`src/rtl/mpc_wr_arbiter.sv`:
```
// -----------------------------------------------------------------------------
// mpc_wr_arbiter
//
// Packet-granular round-robin arbiter in front of the mpcache write interface.
// NUM_PORTS ingress requesters share one cache write path. A grant is held
// from the first beat to the end-of-packet beat. New grants are gated by
// almost_full, and individual beats are stalled by full. A beat-count
// watchdog truncates packets that reach MAX_BEATS.
//
// Ports
//   clk_in       single clock, rising edge
//   rst_in       asynchronous, active-high reset
//   req          per-port "complete packet ready"
//   in_sop       per-port start-of-packet qualifier
//   in_eop       per-port end-of-packet qualifier
//   in_vld       per-port beat valid
//   in_data      per-port beat data, port p at [p*DATA_W +: DATA_W]
//   gnt          one-hot (or zero) grant; a beat is consumed on
//                gnt[p] & in_vld[p] & !full
//   full         cache full, stalls beat acceptance
//   almost_full  cache almost full, blocks new grants only
//   wr_sop       cache write start-of-packet
//   wr_eop       cache write end-of-packet
//   wr_vld       cache write valid
//   wr_data      cache write data
//   wr_port      source port of the current beat
//   err_len      one-cycle pulse when the watchdog truncates a packet
//   err_sop      one-cycle pulse when a grant's first beat lacked in_sop
// -----------------------------------------------------------------------------
module mpc_wr_arbiter #(
  parameter int NUM_PORTS = 16,
  parameter int DATA_W    = 32,
  parameter int PORT_W    = 4,
  parameter int MAX_BEATS = 64
) (
  input  logic                        clk_in,
  input  logic                        rst_in,
  input  logic [NUM_PORTS-1:0]        req,
  input  logic [NUM_PORTS-1:0]        in_sop,
  input  logic [NUM_PORTS-1:0]        in_eop,
  input  logic [NUM_PORTS-1:0]        in_vld,
  input  logic [NUM_PORTS*DATA_W-1:0] in_data,
  output logic [NUM_PORTS-1:0]        gnt,
  input  logic                        full,
  input  logic                        almost_full,
  output logic                        wr_sop,
  output logic                        wr_eop,
  output logic                        wr_vld,
  output logic [DATA_W-1:0]           wr_data,
  output logic [PORT_W-1:0]           wr_port,
  output logic                        err_len,
  output logic                        err_sop
);

  localparam int CNT_W = $clog2(MAX_BEATS) + 1;

  typedef enum logic {
    ST_IDLE = 1'b0,
    ST_XFER = 1'b1
  } state_e;

  state_e                state_q, state_d;
  logic [NUM_PORTS-1:0]  gnt_q, gnt_d;
  logic [PORT_W-1:0]     port_q, port_d;
  logic [PORT_W-1:0]     rr_ptr_q, rr_ptr_d;
  logic [CNT_W-1:0]      beat_cnt_q, beat_cnt_d;

  logic                  wr_sop_q, wr_eop_q, wr_vld_q, err_len_q, err_sop_q;
  logic [DATA_W-1:0]     wr_data_q;
  logic [PORT_W-1:0]     wr_port_q;

  logic                  accept, first_beat, force_eop, eop_beat;
  logic [PORT_W-1:0]     next_ptr, arb_ptr, arb_sel;
  logic                  arb_found;
  logic [DATA_W-1:0]     port_data [NUM_PORTS];

  always_comb begin
    for (int p = 0; p < NUM_PORTS; p++) begin
      port_data[p] = in_data[p*DATA_W +: DATA_W];
    end
  end

  assign accept     = (state_q == ST_XFER) && in_vld[port_q] && !full;
  assign first_beat = (beat_cnt_q == '0);
  assign force_eop  = (beat_cnt_q == CNT_W'(MAX_BEATS - 1));
  assign eop_beat   = in_eop[port_q] || force_eop;
  assign next_ptr   = PORT_W'((int'(port_q) + 1) % NUM_PORTS);

  // On an accepted eop beat the pointer update and the next arbitration
  // happen in the same cycle, so the search must already start at port+1.
  assign arb_ptr = (accept && eop_beat) ? next_ptr : rr_ptr_q;

  // Round-robin search: first requester at or above arb_ptr, with wrap.
  always_comb begin
    logic [PORT_W-1:0] cand;
    arb_found = 1'b0;
    arb_sel   = '0;
    cand      = '0;
    for (int i = 0; i < NUM_PORTS; i++) begin
      cand = PORT_W'((int'(arb_ptr) + i) % NUM_PORTS);
      if (!arb_found && req[cand]) begin
        arb_found = 1'b1;
        arb_sel   = cand;
      end
    end
  end

  // NOTE: every signal driven here gets a default first, so no path through
  // the block leaves a value unassigned and no latch is inferred.
  always_comb begin
    state_d    = state_q;
    gnt_d      = gnt_q;
    port_d     = port_q;
    rr_ptr_d   = rr_ptr_q;
    beat_cnt_d = beat_cnt_q;

    unique case (state_q)
      ST_IDLE: begin
        if (arb_found && !almost_full) begin
          gnt_d   = {{(NUM_PORTS-1){1'b0}}, 1'b1} << arb_sel;
          port_d  = arb_sel;
          state_d = ST_XFER;
        end
      end
      ST_XFER: begin
        if (accept) begin
          if (eop_beat) begin
            rr_ptr_d   = next_ptr;
            beat_cnt_d = '0;
            // almost_full is only looked at here and in IDLE, never mid-packet.
            if (arb_found && !almost_full) begin
              gnt_d  = {{(NUM_PORTS-1){1'b0}}, 1'b1} << arb_sel;
              port_d = arb_sel;
            end else begin
              gnt_d   = '0;
              state_d = ST_IDLE;
            end
          end else begin
            beat_cnt_d = beat_cnt_q + CNT_W'(1);
          end
        end
      end
    endcase
  end

  // NOTE: sequential state is written only with non-blocking assignments so
  // every register samples the pre-edge value of every other register.
  // NOTE: the data-path registers are reset as well, because every output,
  // wr_data and wr_port included, must read 0 while reset is asserted.
  always_ff @(posedge clk_in or posedge rst_in) begin
    if (rst_in) begin
      state_q    <= ST_IDLE;
      gnt_q      <= '0;
      port_q     <= '0;
      rr_ptr_q   <= '0;
      beat_cnt_q <= '0;
      wr_sop_q   <= 1'b0;
      wr_eop_q   <= 1'b0;
      wr_vld_q   <= 1'b0;
      err_len_q  <= 1'b0;
      err_sop_q  <= 1'b0;
      wr_data_q  <= '0;
      wr_port_q  <= '0;
    end else begin
      state_q    <= state_d;
      gnt_q      <= gnt_d;
      port_q     <= port_d;
      rr_ptr_q   <= rr_ptr_d;
      beat_cnt_q <= beat_cnt_d;
      wr_vld_q   <= accept;
      // The first beat of a grant always opens a packet at the cache.
      wr_sop_q   <= accept && first_beat;
      wr_eop_q   <= accept && eop_beat;
      err_sop_q  <= accept && first_beat && !in_sop[port_q];
      // A packet whose own eop lands exactly on the last allowed beat is
      // legal; only a watchdog-forced eop counts as a truncation.
      err_len_q  <= accept && force_eop && !in_eop[port_q];
      if (accept) begin
        wr_data_q <= port_data[port_q];
        wr_port_q <= port_q;
      end
    end
  end

  assign gnt     = gnt_q;
  assign wr_sop  = wr_sop_q;
  assign wr_eop  = wr_eop_q;
  assign wr_vld  = wr_vld_q;
  assign wr_data = wr_data_q;
  assign wr_port = wr_port_q;
  assign err_len = err_len_q;
  assign err_sop = err_sop_q;

endmodule

```
`config.mk`:
```
export PLATFORM = sky130hd
export DESIGN_NAME = mpc_wr_arbiter
export DESIGN_NICKNAME = d
export VERILOG_FILES = /design/src/rtl/mpc_wr_arbiter.sv
export SDC_FILE = /design/constraint.sdc
export NUM_CORES = 1
export LEC_CHECK = 0
export BUFFER_PORTS_ARGS = -buffer_cell sky130_fd_sc_hd__buf_4
export CAP_MARGIN = 5
export CORE_AREA = 2 2 249 251
export DETAILED_ROUTE_END_ITERATION = 16
export DIE_AREA = 0 0 251 253
export PLACE_DENSITY = 0.41
export SLEW_MARGIN = 20
export SYNTH_ARGS = -nofsm -noshare
export SYNTH_HDL_FRONTEND = slang
export SYNTH_SLANG_ARGS = --single-unit
```
`constraint.sdc`:
```
create_clock -name clk_in -period 16.2 [get_ports clk_in]
set_input_delay 0 -clock clk_in [delete_from_list [all_inputs] [get_ports clk_in]]
set_output_delay 0 -clock clk_in [all_outputs]
set_load 0.01 [all_outputs]
```
==> impl_metrics.tcl <==
set metrics [dict create \
    status "finished, final reports clean" \
    critPathKind "flop to flop" \
    drt-wirelength-per-cell_um 34.8 \
    p_total_mw 4.12 \
    synth_nets 1514 \
    synth_compound_area_share_pct 13.3 \
    path_max_fanout 65 \
    place_inst 2294 \
    finalHoldViolations 0 \
    fp.dieH_um 253 \
    async_flop_share_pct 100 \
    drtIter0Drc 1037 \
    max_slew_margin_pct 25.6 \
    vias 11855 \
    initial_core_util_pct 16.9 \
    nNetsFinal 2101 \
    layoutNonFillerInstCount 2341 \
    final_cell_mix "651 x buf_4, 175 x mux4_2, 77 x nand2_1" \
    grt_usage_pct 25.1 \
    synth.distinct_cells 81 \
    dp_hpwl_mm 70.6 \
    clockBufferDepth 2 \
    end_kind "flop" \
    arrival_ns 9.36 \
    ctsResizeCount 0 \
    fmax_ghz 0.110 \
    fin_util_pct 26.7 \
    cts_setup_buffers 0 \
    tns_ns 0 \
    synth-edff-count 0 \
    final_common_cell "buf_4" \
    clkPwrFrac_pct 5.2 \
    crit_buf_inv 6 \
    hp-start "full" \
    grt_pass1_vias 12194 \
    syn_inst 930 \
    ios 637 \
    cp_top_family "simple AND/OR/NAND/NOR gates" \
    seqPwrFrac_pct 10.3 \
    intPower_mw 1.78 \
    r2r-end "gnt[4]" \
    post-route-drc-count 0 \
    min_path_type "primary input to flop" \
    post-route-period-util_pct 56.0 \
    numCtsBuffers 9 \
    cp_cell_sequence "buf_4 -> mux4_2 -> a22oi_4 -> o21ai_4 -> buf_4 -> inv_2 -> mux2i_1 -> inv_1 -> ha_1 -> clkinv_1 -> a2111oi_1 -> nor4_1 -> nor4_2 -> nand4_1 -> nor3_1 -> buf_4 -> a31oi_1 -> nor2_1 -> nand2_1 -> o31ai_1" \
    r2r_slack_ns 7.12 \
    skew_ns 0.0222 \
    crit_slowest_cell "nor2_1" \
    min_path_cells 4 \
    swShare_pct 56.8 \
    crit_path_start_kind "flop" \
    setup_violations 0 \
    cp_common_cell "buf_4" \
    port_buffers 636 \
    worst_slew_pin_slew_ns 1.11 \
    worst_r2r_startpoint "port_q[1]" \
    vdd_drop_max_mv 0.146 \
    totalWireLength_mm 81.5 \
    synthAdderAreaFrac_pct 0.484 \
    synth_top_family_by_area "multiplexers" \
    synth-seq-cells 73 \
    clkTransAtPathRegs_ns 0.07 \
    dp_slack_ns 7.20 \
    antenna_left 0 \
    maxCapViolations 0 \
    viasPerCell 5.06 \
    place.gp.congestion 0.975 \
    fp.coreArea_um2 61000 \
    yosysSeqAreaShare_pct 17.7 \
    fin_ws_ns 7.12 \
    synthXorXnorAreaFrac_pct 1.69 \
    synth-simple-area-share_pct 10.7 \
    dieArea_um2 63500 \
    slew_violations 0 \
    fin_crit_ns 9.08 \
    syn_to_final_growth_pct 57.6 \
    cp.required_ns 16.48 \
    slowest_delay_ns 0.87 \
    avgSynthCellArea_um2 11.1 \
    grt_max_degree 66 \
    grt_remaining_overflow 0 \
    hold_end "wr_port[3]" \
    rows 91 \
    htree_levels 3 \
    p_comb_share_pct 84.5 \
    cts.sinks 73 \
    cts_root_buf "clkbuf_16" \
    reg2reg_depth 20 \
    dr.pass1.iters 5 \
    antenna_found_initial 72 \
    rsz0062_at_grt "false" \
    switchingPower_mw 2.34 \
    synth_flop_cell "dfrtp_1" \
    power_density_nw_per_um2 253 \
    drive_gt1_share_pct 60.6 \
    grt_pass1_wl_mm 107 \
    synthMuxAreaShare_pct 52.0 \
    die_x_um 251 \
    cts_tree "yes" \
    ys_warn_count 0 \
    p_leak_nw 7.05 \
    clk_latency_ns 0.39 \
    syn_area_um2 10300 \
]
how the worst max path moves through the flow:
stage,startpoint,endpoint,slack (ns),cells after the start
after detailed placement,port_q[1],gnt[12],7.20,19
final,port_q[1],gnt[4],7.12,20
after floorplan,port_q[2],gnt[4],10.31,25
after global placement,port_q[1],gnt[0],7.37,19
after CTS,port_q[1],gnt[4],7.17,20
after global routing,port_q[1],gnt[4],6.43,20
what timing repair did:
item / CTS / global route
endpoints found under the hold margin: 35 / 0
setup endpoints to repair: 0 / 0
hold buffers: 2 / 0
Yosys cell counts, types with 7 or more instances:
master	instances	area share, %
a211oi_1	7	0.51
a21o_1	7	0.51
a21oi_1	34	1.6
a31oi_1	10	0.61
and3_1	12	0.73
buf_1	18	0.65
buf_2	7	0.34
clkbuf_1	46	1.7
dfrtp_1	73	18
inv_1	21	0.76
mux2_2	61	6.6
mux2i_1	75	7.3
mux4_2	175	38
nand2_1	77	2.8
nand3_1	25	1.2
nor2_1	43	1.6
nor3_1	20	0.97
nor4_1	9	0.54
o211ai_1	13	0.94
o21ai_0	34	1.6
o31ai_1	20	1.5
xnor2_1	15	1.3
registers in the layout, indices dropped and copies added, names as in the netlist, 4 cells and up:
signal and count:
beat_cnt_q 7, wr_port 4, rr_ptr_q 4, port_q 4
gnt 16, wr_data 32
power groups by stage:
| stage | Sequential (mW) | Combinational [mW] | Clock (mW) |
|---|---|---|---|
| after floorplan | 0.323 | 2.34 | 0 |
| after global placement | 0.428 | 3.50 | 0 |
| after detailed placement | 0.430 | 3.45 | 0 |
| after CTS | 0.427 | 3.46 | 0.225 |
| after global routing | 0.438 | 3.71 | 0.230 |
| final | 0.424 | 3.49 | 0.216 |
stage by stage:
stage	cell area (um^2)	hold slack [ns]
2_1_floorplan	10300	0.203
3_3_place_gp	15900	0.110
3_5_place_dp	15900	0.111
4_1_cts	16200	0.132
5_1_grt	16200	0.166
6_report	16300	0.154
per-layer routing:
layer,part of all wire [%],track usage (%),vias to the layer above
li1,-,-,5046
met1,39,29.4,5998
met2,47,40.3,662
met3,11,12.0,111
met4,2.7,8.04,38
met5,0.29,0,-
tightest hold or removal path, delay by kind of cell:
family,cells,cell delay [ns]
and+or+nand+nor,1,0.05
buffers and inverters,1,0.09
AOI/OAI and AO/OA,2,0.34
kinds of logic (layout without fill, tap and decap cells):
| family | Yosys count | count (layout) |
|---|---|---|
| fa+ha+maj | 4 | 4 |
| xor+xnor | 20 | 20 |
| mux | 311 | 311 |
| simple gates | 226 | 226 |
| buf+inv | 102 | 694 |
| compound gates | 194 | 194 |
| other cells | 0 | 29 |
| flops | 73 | 73 |
final cells by class:
| type | count | area (um^2) |
|---|---|---|
| sequential | 73 | 1840 |
| inverter | 25 | 96.3 |
| tap | 790 | 988 |
| clock inverter | 7 | 61.3 |
| antenna | 29 | 72.6 |
| multi-input combinational | 755 | 8100 |
| timing repair buffer | 653 | 4910 |
| fill | 6557 | 44700 |
| clock buffer | 9 | 225 |
Note: power is estimated with default switching activity, not from simulation.
